==> config.mk <==
export PLATFORM = sky130hd
export DESIGN_NAME = serial_adder_n_flat
export DESIGN_NICKNAME = d
export VERILOG_FILES = /design/src/rtl/serial_adder_n_if.sv /design/src/rtl/serial_adder_n.sv /design/src/flat_wrapper.sv
export SDC_FILE = /design/constraint.sdc
export NUM_CORES = 1
export LEC_CHECK = 0
export BUFFER_PORTS_ARGS = -buffer_cell sky130_fd_sc_hd__buf_2
export CAP_MARGIN = 20
export CELL_PAD_IN_SITES_DETAIL_PLACEMENT = 0
export CELL_PAD_IN_SITES_GLOBAL_PLACEMENT = 1
export CORE_UTILIZATION = 45
export CTS_BUF_LIST = sky130_fd_sc_hd__clkbuf_4 sky130_fd_sc_hd__clkbuf_8
export CTS_CLUSTER_DIAMETER = 200
export DETAILED_ROUTE_END_ITERATION = 10
export GPL_TIMING_DRIVEN = 0
export PLACE_DENSITY = 0.94
export SYNTH_ARGS = -nofsm -noshare
export SYNTH_HDL_FRONTEND = slang
export SYNTH_SLANG_ARGS = --single-unit
==> constraint.sdc <==
create_clock -name clk -period 2.1 [get_ports clk]
set_input_delay 0.105 -clock clk [delete_from_list [all_inputs] [get_ports clk]]
set_output_delay 0.105 -clock clk [all_outputs]
set_load 0.02 [all_outputs]
==> src/rtl/serial_adder_n_if.sv <==
// rtl/serial_adder_n_if.sv - operand/result handshake bundle for serial_adder_n
interface serial_adder_n_if #(
  parameter int WIDTH = 16
);
  logic             in_valid;
  logic             in_ready;
  logic [WIDTH-1:0] a;
  logic [WIDTH-1:0] b;
  logic             cin;
  logic             mode;
  logic             out_valid;
  logic             out_ready;
  logic [WIDTH-1:0] sum;
  logic             cout;
  logic             ovf;

  // Adder side: takes operands, produces the result.
  modport slave (
    input  in_valid, a, b, cin, mode, out_ready,
    output in_ready, out_valid, sum, cout, ovf
  );

  // Source/consumer side: offers operands, takes the result.
  modport master (
    output in_valid, a, b, cin, mode, out_ready,
    input  in_ready, out_valid, sum, cout, ovf
  );
endinterface

==> src/rtl/serial_adder_n.sv <==
// rtl/serial_adder_n.sv - digit-serial adder/subtractor, LSB-first, DIGIT bits per clock
module serial_adder_n #(
  parameter int WIDTH = 16,
  parameter int DIGIT = 4
) (
  input  logic              clk,
  input  logic              rst_n,
  serial_adder_n_if.slave   bus
);

  if (DIGIT < 1 || DIGIT > WIDTH) begin : g_bad_digit
    $fatal(1, "serial_adder_n: DIGIT must lie in 1..WIDTH");
  end else if (WIDTH % DIGIT != 0) begin : g_bad_split
    $fatal(1, "serial_adder_n: WIDTH must be a multiple of DIGIT");
  end

  localparam int NDIG = WIDTH / DIGIT;
  localparam int CW   = (NDIG > 1) ? $clog2(NDIG) : 1;
  localparam logic [CW-1:0] LAST = CW'(NDIG - 1);

  typedef enum logic [1:0] {S_IDLE, S_BUSY, S_DONE} state_t;

  state_t            state_q, state_d;
  logic [WIDTH-1:0]  a_q, a_d;
  logic [WIDTH-1:0]  b_q, b_d;
  logic [WIDTH-1:0]  res_q, res_d;
  logic              carry_q, carry_d;
  logic [CW-1:0]     cnt_q, cnt_d;
  logic [WIDTH-1:0]  sum_q, sum_d;
  logic              cout_q, cout_d;
  logic              ovf_q, ovf_d;

  logic [DIGIT:0]    slice;
  logic              msb_cin;
  logic [WIDTH-1:0]  res_shift;

  // Ripple slice over the current low digit; carry into the digit MSB is
  // recovered from the sum bit so no second adder is needed for overflow.
  always_comb begin
    slice     = {1'b0, a_q[DIGIT-1:0]} + {1'b0, b_q[DIGIT-1:0]}
              + {{DIGIT{1'b0}}, carry_q};
    msb_cin   = a_q[DIGIT-1] ^ b_q[DIGIT-1] ^ slice[DIGIT-1];
    res_shift = (res_q >> DIGIT) | (WIDTH'(slice[DIGIT-1:0]) << (WIDTH - DIGIT));
  end

  // Next-state and datapath: accept, shift one digit per cycle, publish, release.
  always_comb begin
    state_d = state_q;
    a_d     = a_q;
    b_d     = b_q;
    res_d   = res_q;
    carry_d = carry_q;
    cnt_d   = cnt_q;
    sum_d   = sum_q;
    cout_d  = cout_q;
    ovf_d   = ovf_q;
    case (state_q)
      S_IDLE: begin
        if (bus.in_valid) begin
          state_d = S_BUSY;
          a_d     = bus.a;
          b_d     = bus.mode ? ~bus.b : bus.b;
          carry_d = bus.cin ^ bus.mode;
          cnt_d   = '0;
        end
      end
      S_BUSY: begin
        a_d     = a_q >> DIGIT;
        b_d     = b_q >> DIGIT;
        res_d   = res_shift;
        carry_d = slice[DIGIT];
        cnt_d   = cnt_q + 1'b1;
        if (cnt_q == LAST) begin
          state_d = S_DONE;
          sum_d   = res_shift;
          cout_d  = slice[DIGIT];
          ovf_d   = slice[DIGIT] ^ msb_cin;
        end
      end
      S_DONE: begin
        if (bus.out_ready) state_d = S_IDLE;
      end
      default: state_d = S_IDLE;
    endcase
  end

  // State and datapath registers; reset discards any in-flight operation.
  always_ff @(posedge clk or negedge rst_n) begin
    if (!rst_n) begin
      state_q <= S_IDLE;
      a_q     <= '0;
      b_q     <= '0;
      res_q   <= '0;
      carry_q <= 1'b0;
      cnt_q   <= '0;
      sum_q   <= '0;
      cout_q  <= 1'b0;
      ovf_q   <= 1'b0;
    end else begin
      state_q <= state_d;
      a_q     <= a_d;
      b_q     <= b_d;
      res_q   <= res_d;
      carry_q <= carry_d;
      cnt_q   <= cnt_d;
      sum_q   <= sum_d;
      cout_q  <= cout_d;
      ovf_q   <= ovf_d;
    end
  end

  assign bus.in_ready  = (state_q == S_IDLE);
  assign bus.out_valid = (state_q == S_DONE);
  assign bus.sum       = sum_q;
  assign bus.cout      = cout_q;
  assign bus.ovf       = ovf_q;

endmodule

==> src/flat_wrapper.sv <==
// flat-port wrapper written by rule: the top's interface ports become plain ports
module serial_adder_n_flat 
#(
  parameter int WIDTH = 16,
  parameter int DIGIT = 4
)
  (clk, rst_n, bus_in_valid, bus_a, bus_b, bus_cin, bus_mode, bus_out_ready, bus_in_ready, bus_out_valid, bus_sum, bus_cout, bus_ovf);
  serial_adder_n_if #(.WIDTH(WIDTH)) bus_i ();
  input  logic clk;
  input  logic rst_n;
  input wire logic [$bits(bus_i.in_valid)-1:0] bus_in_valid;
  input wire logic [$bits(bus_i.a)-1:0] bus_a;
  input wire logic [$bits(bus_i.b)-1:0] bus_b;
  input wire logic [$bits(bus_i.cin)-1:0] bus_cin;
  input wire logic [$bits(bus_i.mode)-1:0] bus_mode;
  input wire logic [$bits(bus_i.out_ready)-1:0] bus_out_ready;
  output wire logic [$bits(bus_i.in_ready)-1:0] bus_in_ready;
  output wire logic [$bits(bus_i.out_valid)-1:0] bus_out_valid;
  output wire logic [$bits(bus_i.sum)-1:0] bus_sum;
  output wire logic [$bits(bus_i.cout)-1:0] bus_cout;
  output wire logic [$bits(bus_i.ovf)-1:0] bus_ovf;
  assign bus_i.in_valid = bus_in_valid;
  assign bus_i.a = bus_a;
  assign bus_i.b = bus_b;
  assign bus_i.cin = bus_cin;
  assign bus_i.mode = bus_mode;
  assign bus_i.out_ready = bus_out_ready;
  assign bus_in_ready = bus_i.in_ready;
  assign bus_out_valid = bus_i.out_valid;
  assign bus_sum = bus_i.sum;
  assign bus_cout = bus_i.cout;
  assign bus_ovf = bus_i.ovf;
  serial_adder_n #(.WIDTH(WIDTH), .DIGIT(DIGIT)) u_core (.clk(clk), .rst_n(rst_n), .bus(bus_i));
endmodule
# After elaboration in Yosys (flattened, before gate mapping)
# Index checks and enable logic that the tools add are counted.
[word_totals] n_memories=0 out_inout_bits=20 word_cells=42 latchBits=0 input_bits=38 mem_bits_ro=0 ram_bits=0 regBits=71
[op_classes] n_reduce_logical=5 bitwise=6 shifts=0 div_mod_pow=0 order_cmp=0 eq_ne=6 add_sub_neg=3 multipliers=0 mux=13
[ops] operator="16-bit case mux with 2 select lines" n=2
[ops] operator="16-bit 2-to-1 mux" n=3
[ops] operator="16-bit inverter" n=1
[ops] operator="12-bit by 16-bit bitwise OR with 16-bit output" n=1
[ops] operator="2-bit 2-to-1 mux" n=4
[ops] operator="2-bit case mux with 3 select lines" n=1
[ops] operator="4-bit by 4-bit adder with 5-bit output" n=1
[ops] operator="5-bit by 1-bit adder with 5-bit output" n=1
[ops] operator="2-bit equality test (second input constant)" n=2
[ops] operator="2-bit inequality test (second input constant)" n=2
[ops] operator="2-bit case mux with 2 select lines" n=1
[ops] operator="2-bit AND reduction" n=2
[ops] operator="1-bit XOR" n=4
[ops] operator="3-bit AND reduction" n=1
[ops] operator="2-bit by 1-bit adder with 2-bit output (second input constant)" n=1
[ops] operator="2-bit by 1-bit equality test with 1-bit output (second input constant)" n=1
[ops] operator="2-bit zero test" n=1
[ops] operator="2-bit by 1-bit inequality test with 1-bit output (second input constant)" n=1
[ops] operator="1-bit case mux with 2 select lines" n=1
[ops] operator="2-bit nonzero test" n=1
[ops] operator="1-bit 2-to-1 mux" n=1

# Logic depth before layout (Yosys ltp)
[logic_depth] word_depth=4 depth_mapped=7 depth_no_buf=7

# Least setup slack after synthesis
# Ideal clock, no wire load.
[synth_path] path_kind="register to register" from="register u_core.carry_q" to="register u_core.ovf_q, in the netlist u_core.bus.ovf" setup_slack_ns=0.435 setup_time_ns=0.121 arrival_ns=1.544 stages_incl_launch_ff=8 cell_sequence="dfrtp_1 fa_1 inv_1 fa_1 nand2b_1 a21oi_1 xor2_1 o21ai_1"
[synth_via] elab_chain_cells=3
[synth_rtl] element="start, declared" line_no="serial_adder_n.sv:27" text="logic carry_q, carry_d;"
[synth_rtl] element="start signal, assigned" line_no="serial_adder_n.sv:104" text="carry_q <= carry_d;"
[synth_rtl] element="5-bit by 1-bit adder with 5-bit output *" line_no="serial_adder_n.sv:41" text="+ {{DIGIT{1'b0}}, carry_q};"
[synth_rtl] element="1-bit XOR" line_no="serial_adder_n.sv:42" text="msb_cin = a_q[DIGIT-1] ^ b_q[DIGIT-1] ^ slice[DIGIT-1];"
[synth_rtl] element="1-bit XOR *" line_no="serial_adder_n.sv:77" text="ovf_d = slice[DIGIT] ^ msb_cin;"
[synth_rtl] element="end signal, assigned" line_no="serial_adder_n.sv:108" text="ovf_q <= ovf_d;"
[synth_rtl] element="end, declared" line_no="serial_adder_n.sv:31" text="logic ovf_q, ovf_d;"
# Mark *: on every way between the ends. The rest lies on a longest branch, timed or not.
# A chain may end at the register's enable or synchronous reset.

# Final worst setup path
[layout_path] from="register u_core.b_q[0]" to="register u_core.ovf_q, in the netlist u_core.bus.ovf"
[layout_via] elab_chain_cells=4
[layout_rtl] element="start, declared" line_no="serial_adder_n.sv:25" text="logic [WIDTH-1:0] b_q, b_d;"
[layout_rtl] element="start signal, assigned" line_no="serial_adder_n.sv:92" text="b_q <= '0;"
[layout_rtl] element="start signal, assigned" line_no="serial_adder_n.sv:102" text="b_q <= b_d;"
[layout_rtl] element="4-bit by 4-bit adder with 5-bit output *" line_no="serial_adder_n.sv:40" text="slice = {1'b0, a_q[DIGIT-1:0]} + {1'b0, b_q[DIGIT-1:0]}"
[layout_rtl] element="5-bit by 1-bit adder with 5-bit output *" line_no="serial_adder_n.sv:41"
[layout_rtl] element="1-bit XOR" line_no="serial_adder_n.sv:42"
[layout_rtl] element="1-bit XOR *" line_no="serial_adder_n.sv:77"
# Marked as above.

==> flow_metrics.env <==
export IMPL_path_clk_slew_ns=0.08
export IMPL_globalRouteOverflowTotal=0
export IMPL_globalplace_congestion=0.780
export IMPL_n_antenna_cell=0
export IMPL_slowest_stage="dfrtp_1"
export IMPL_whs_ns=0.0322
export IMPL_chipHeight_um=87.0
export IMPL_die_area_mm2=0.00758
export IMPL_worst_slack_ns=0.203
export IMPL_pin_count=58
export IMPL_firstDrtPassIters=4
export IMPL_hold_path_class="in2reg"
export IMPL_yosysWarnings=0
export IMPL_cts_sinks=67
export IMPL_cts_tree="built"
export IMPL_die_w_um=87.0
export IMPL_grt_max_degree=68
export IMPL_grtUsageTotal=0.204
export IMPL_ir_worst_vdd_mv=0.632
export IMPL_drt_iter0_drc=156
export IMPL_synth_top_area_frac=0.515
export IMPL_drive_above_1_share=0.262
export IMPL_row_count=30
export IMPL_htree_levels=3
export IMPL_syn_inst=308
export IMPL_via_per_inst=5.17
export IMPL_status="complete, no violations"
export IMPL_finalCriticalPeriod_ns=1.90
export IMPL_synth_edf_count=0
export IMPL_syn_num_nets=352
export IMPL_worst_path_buf_inv=1
export IMPL_syn_cell_area_mm2=0.00325
export IMPL_dp_slack_ns=0.227
export IMPL_core_area_mm2=0.00691
export IMPL_cp_top_family="adder cells"
export IMPL_path_common_cell="fa_1"
export IMPL_synth_top_area_cell="dfrtp_1"
export IMPL_syn_to_final_growth_pct=19.9
export IMPL_vias=2469
export IMPL_power_density_mw_per_mm2=1550
export IMPL_maxSlewViolCount=0
export IMPL_rsz0062_at_grt="no"
export IMPL_netlist_top_cells_count="dfrtp_1 (67), nand2_1 (39), a21oi_1 (30), nor2b_1 (30), o21ai_0 (26)"
export IMPL_drc=0
export IMPL_cp_start_kind="flip-flop"
export IMPL_hold_viol_final=0
export IMPL_fmax_ghz=0.527
export IMPL_wl_per_cell_um=14.6
export IMPL_path_class="reg2reg"
export IMPL_dp_hpwl_mm=4.87
export IMPL_final_antenna_net_count=0
export IMPL_grt_pass1_vias=2474
export IMPL_port_buffers=56
export IMPL_path_max_fanout=3
export IMPL_max_slew_margin_rel=0.429
export IMPL_cts_root_buf="clkbuf_8"
export IMPL_cts_made_buffers=9
export IMPL_required_ns=2.34
export IMPL_avgSynthCellArea_um2=10.6
export IMPL_critPathCaptureType="flip-flop"
export IMPL_slowest_delay_ns=0.41
export IMPL_synth_seq_cells=67
export IMPL_synth_seq_area_share=0.515
export IMPL_initial_core_util=0.471
export IMPL_setup_tns_ns=0
export IMPL_clk_latency_ns=0.35
export IMPL_antenna_found_initial=0
export IMPL_ys_flop_type="dfrtp_1"
export IMPL_async_flop_share=1.00
export IMPL_period_share=0.903
export IMPL_grt_first_pass_wirelength_mm=11.8
export IMPL_postCtsSetupBuffers=0
export IMPL_ys_top_cells_by_area="dfrtp_1 (52%), nor2b_1 (5.8%), mux2_4 (5.1%)"
export IMPL_worstMarginPinSlew_ns=0.856
export IMPL_ys_types=28
export IMPL_arrival_ns=2.13
export IMPL_p_leak_nw=1.88
export IMPL_crit_chain="fa_1, inv_1, fa_1, nand2b_1, a21oi_1, xor2_1, o21ai_1"
export IMPL_yosys_cell_count_top_type="dfrtp_1"
export IMPL_cts_buffer_depth=2
export IMPL_fin_skew_ns=0.00790
export IMPL_nNetsFinal=421
export IMPL_drv_cap=0
export IMPL_wl_mm=7.00
export IMPL_setup_violations=0
## path summary, 6_finish.rpt
path	slack [ns]	from	endpoint	cells after the start
max in group asynchronous	1.13	rst_n	u_core.res_q[12]	2
worst max register to register	0.20	u_core.b_q[0]	u_core.bus.ovf	7
worst max-delay path	0.20	u_core.b_q[0]	u_core.bus.ovf	7
worst min register to register	0.48	u_core.res_q[5]	u_core.res_q[5]	2
worst min-delay path	0.03	bus_a[9]	u_core.a_q[9]	3
min in group asynchronous	0.39	rst_n	u_core.bus.sum[6]	2
## state kept, by name (all words and copies together) (netlist names)
signal           cells
u_core.state_q       2
u_core.cnt_q         2
u_core.bus.ovf       1
u_core.bus.cout      1
u_core.bus.sum      16
u_core.b_q          16
u_core.carry_q       1
u_core.res_q        12
u_core.a_q          16
## layout make-up
class	instances	area, um2
Buffer	22	121
Sequential cell	67	1680
Tap cell	96	120
Timing Repair Buffer	58	303
Fill cell	642	3010
Clock buffer	9	124
Inverter	5	18.8
Multi-Input combinational cell	214	1440
Clock inverter	7	100
## cells in the final DEF, fill, tap and decap left out, drive strengths merged
cell type,count
buf,68
dfrtp,67
nand2,40
nor2b,31
a21oi,30
o21ai,30
clkbuf,19
a22oi,17
mux2,14
xor2,12
xnor2,8
o22a,8
inv,7
nor2,6
a22o,5
ha,4
nand2b,3
clkinvlp,3
a2bb2oi,2
fa,2
bufinv,2
dlygate4sd3,2
or2,1
a21o,1
## stage by stage
step | power (mW) | instances | utilization | area (um2)
final | 6.04 | 478 | 0.565 | 3900
after global routing | 6.48 | 478 | 0.565 | 3900
after CTS | 6.09 | 478 | 0.565 | 3900
after detailed placement | 4.87 | 460 | 0.530 | 3660
after global placement | 4.74 | 460 | 0.529 | 3650
after floorplan | 4.11 | 308 | - | 3250
## worst min-delay path, delay by kind of cell
| family | cells | cell delay, ns |
|---|---|---|
| buf+inv | 1 | 0.08 |
| compound gates | 2 | 0.16 |
## metal layers
metal | GRT usage | vias to the layer above | routed length (um) | part of all wire
met5 | 0 | - | 0 | 0
met4 | 0.0773 | 0 | 59 | 0.0084
met3 | 0.0502 | 6 | 325 | 0.046
met2 | 0.336 | 61 | 3320 | 0.47
met1 | 0.258 | 1211 | 3300 | 0.47
li1 | - | 1191 | - | -
## report_power, final
part / total, mW / switching (mW) / internal [mW] / leakage, nW
Sequential: 2.24 / 0.366 / 1.87 / 0.845
Combinational: 2.59 / 1.45 / 1.14 / 0.935
Clock: 1.21 / 0.532 / 0.676 / 0.102
## cells by family (layout without fill, tap and decap cells)
kind of cell	Yosys count	after routing	synth area share
AO/OA/AOI/OAI	93	93	0.174
XOR/XNOR	20	20	0.0538
adder cells (fa/ha/maj)	6	6	0.0277
buffers and inverters	27	101	0.0431
flip-flops	67	67	0.515
multiplexers	14	14	0.0611
AND/OR/NAND/NOR	81	81	0.125
## timing repair
item	CTS	global route
endpoints found under the hold margin	68	0
hold buffers	2	0
gates resized for setup	0	0
Power figures use the tool's default switching activity.
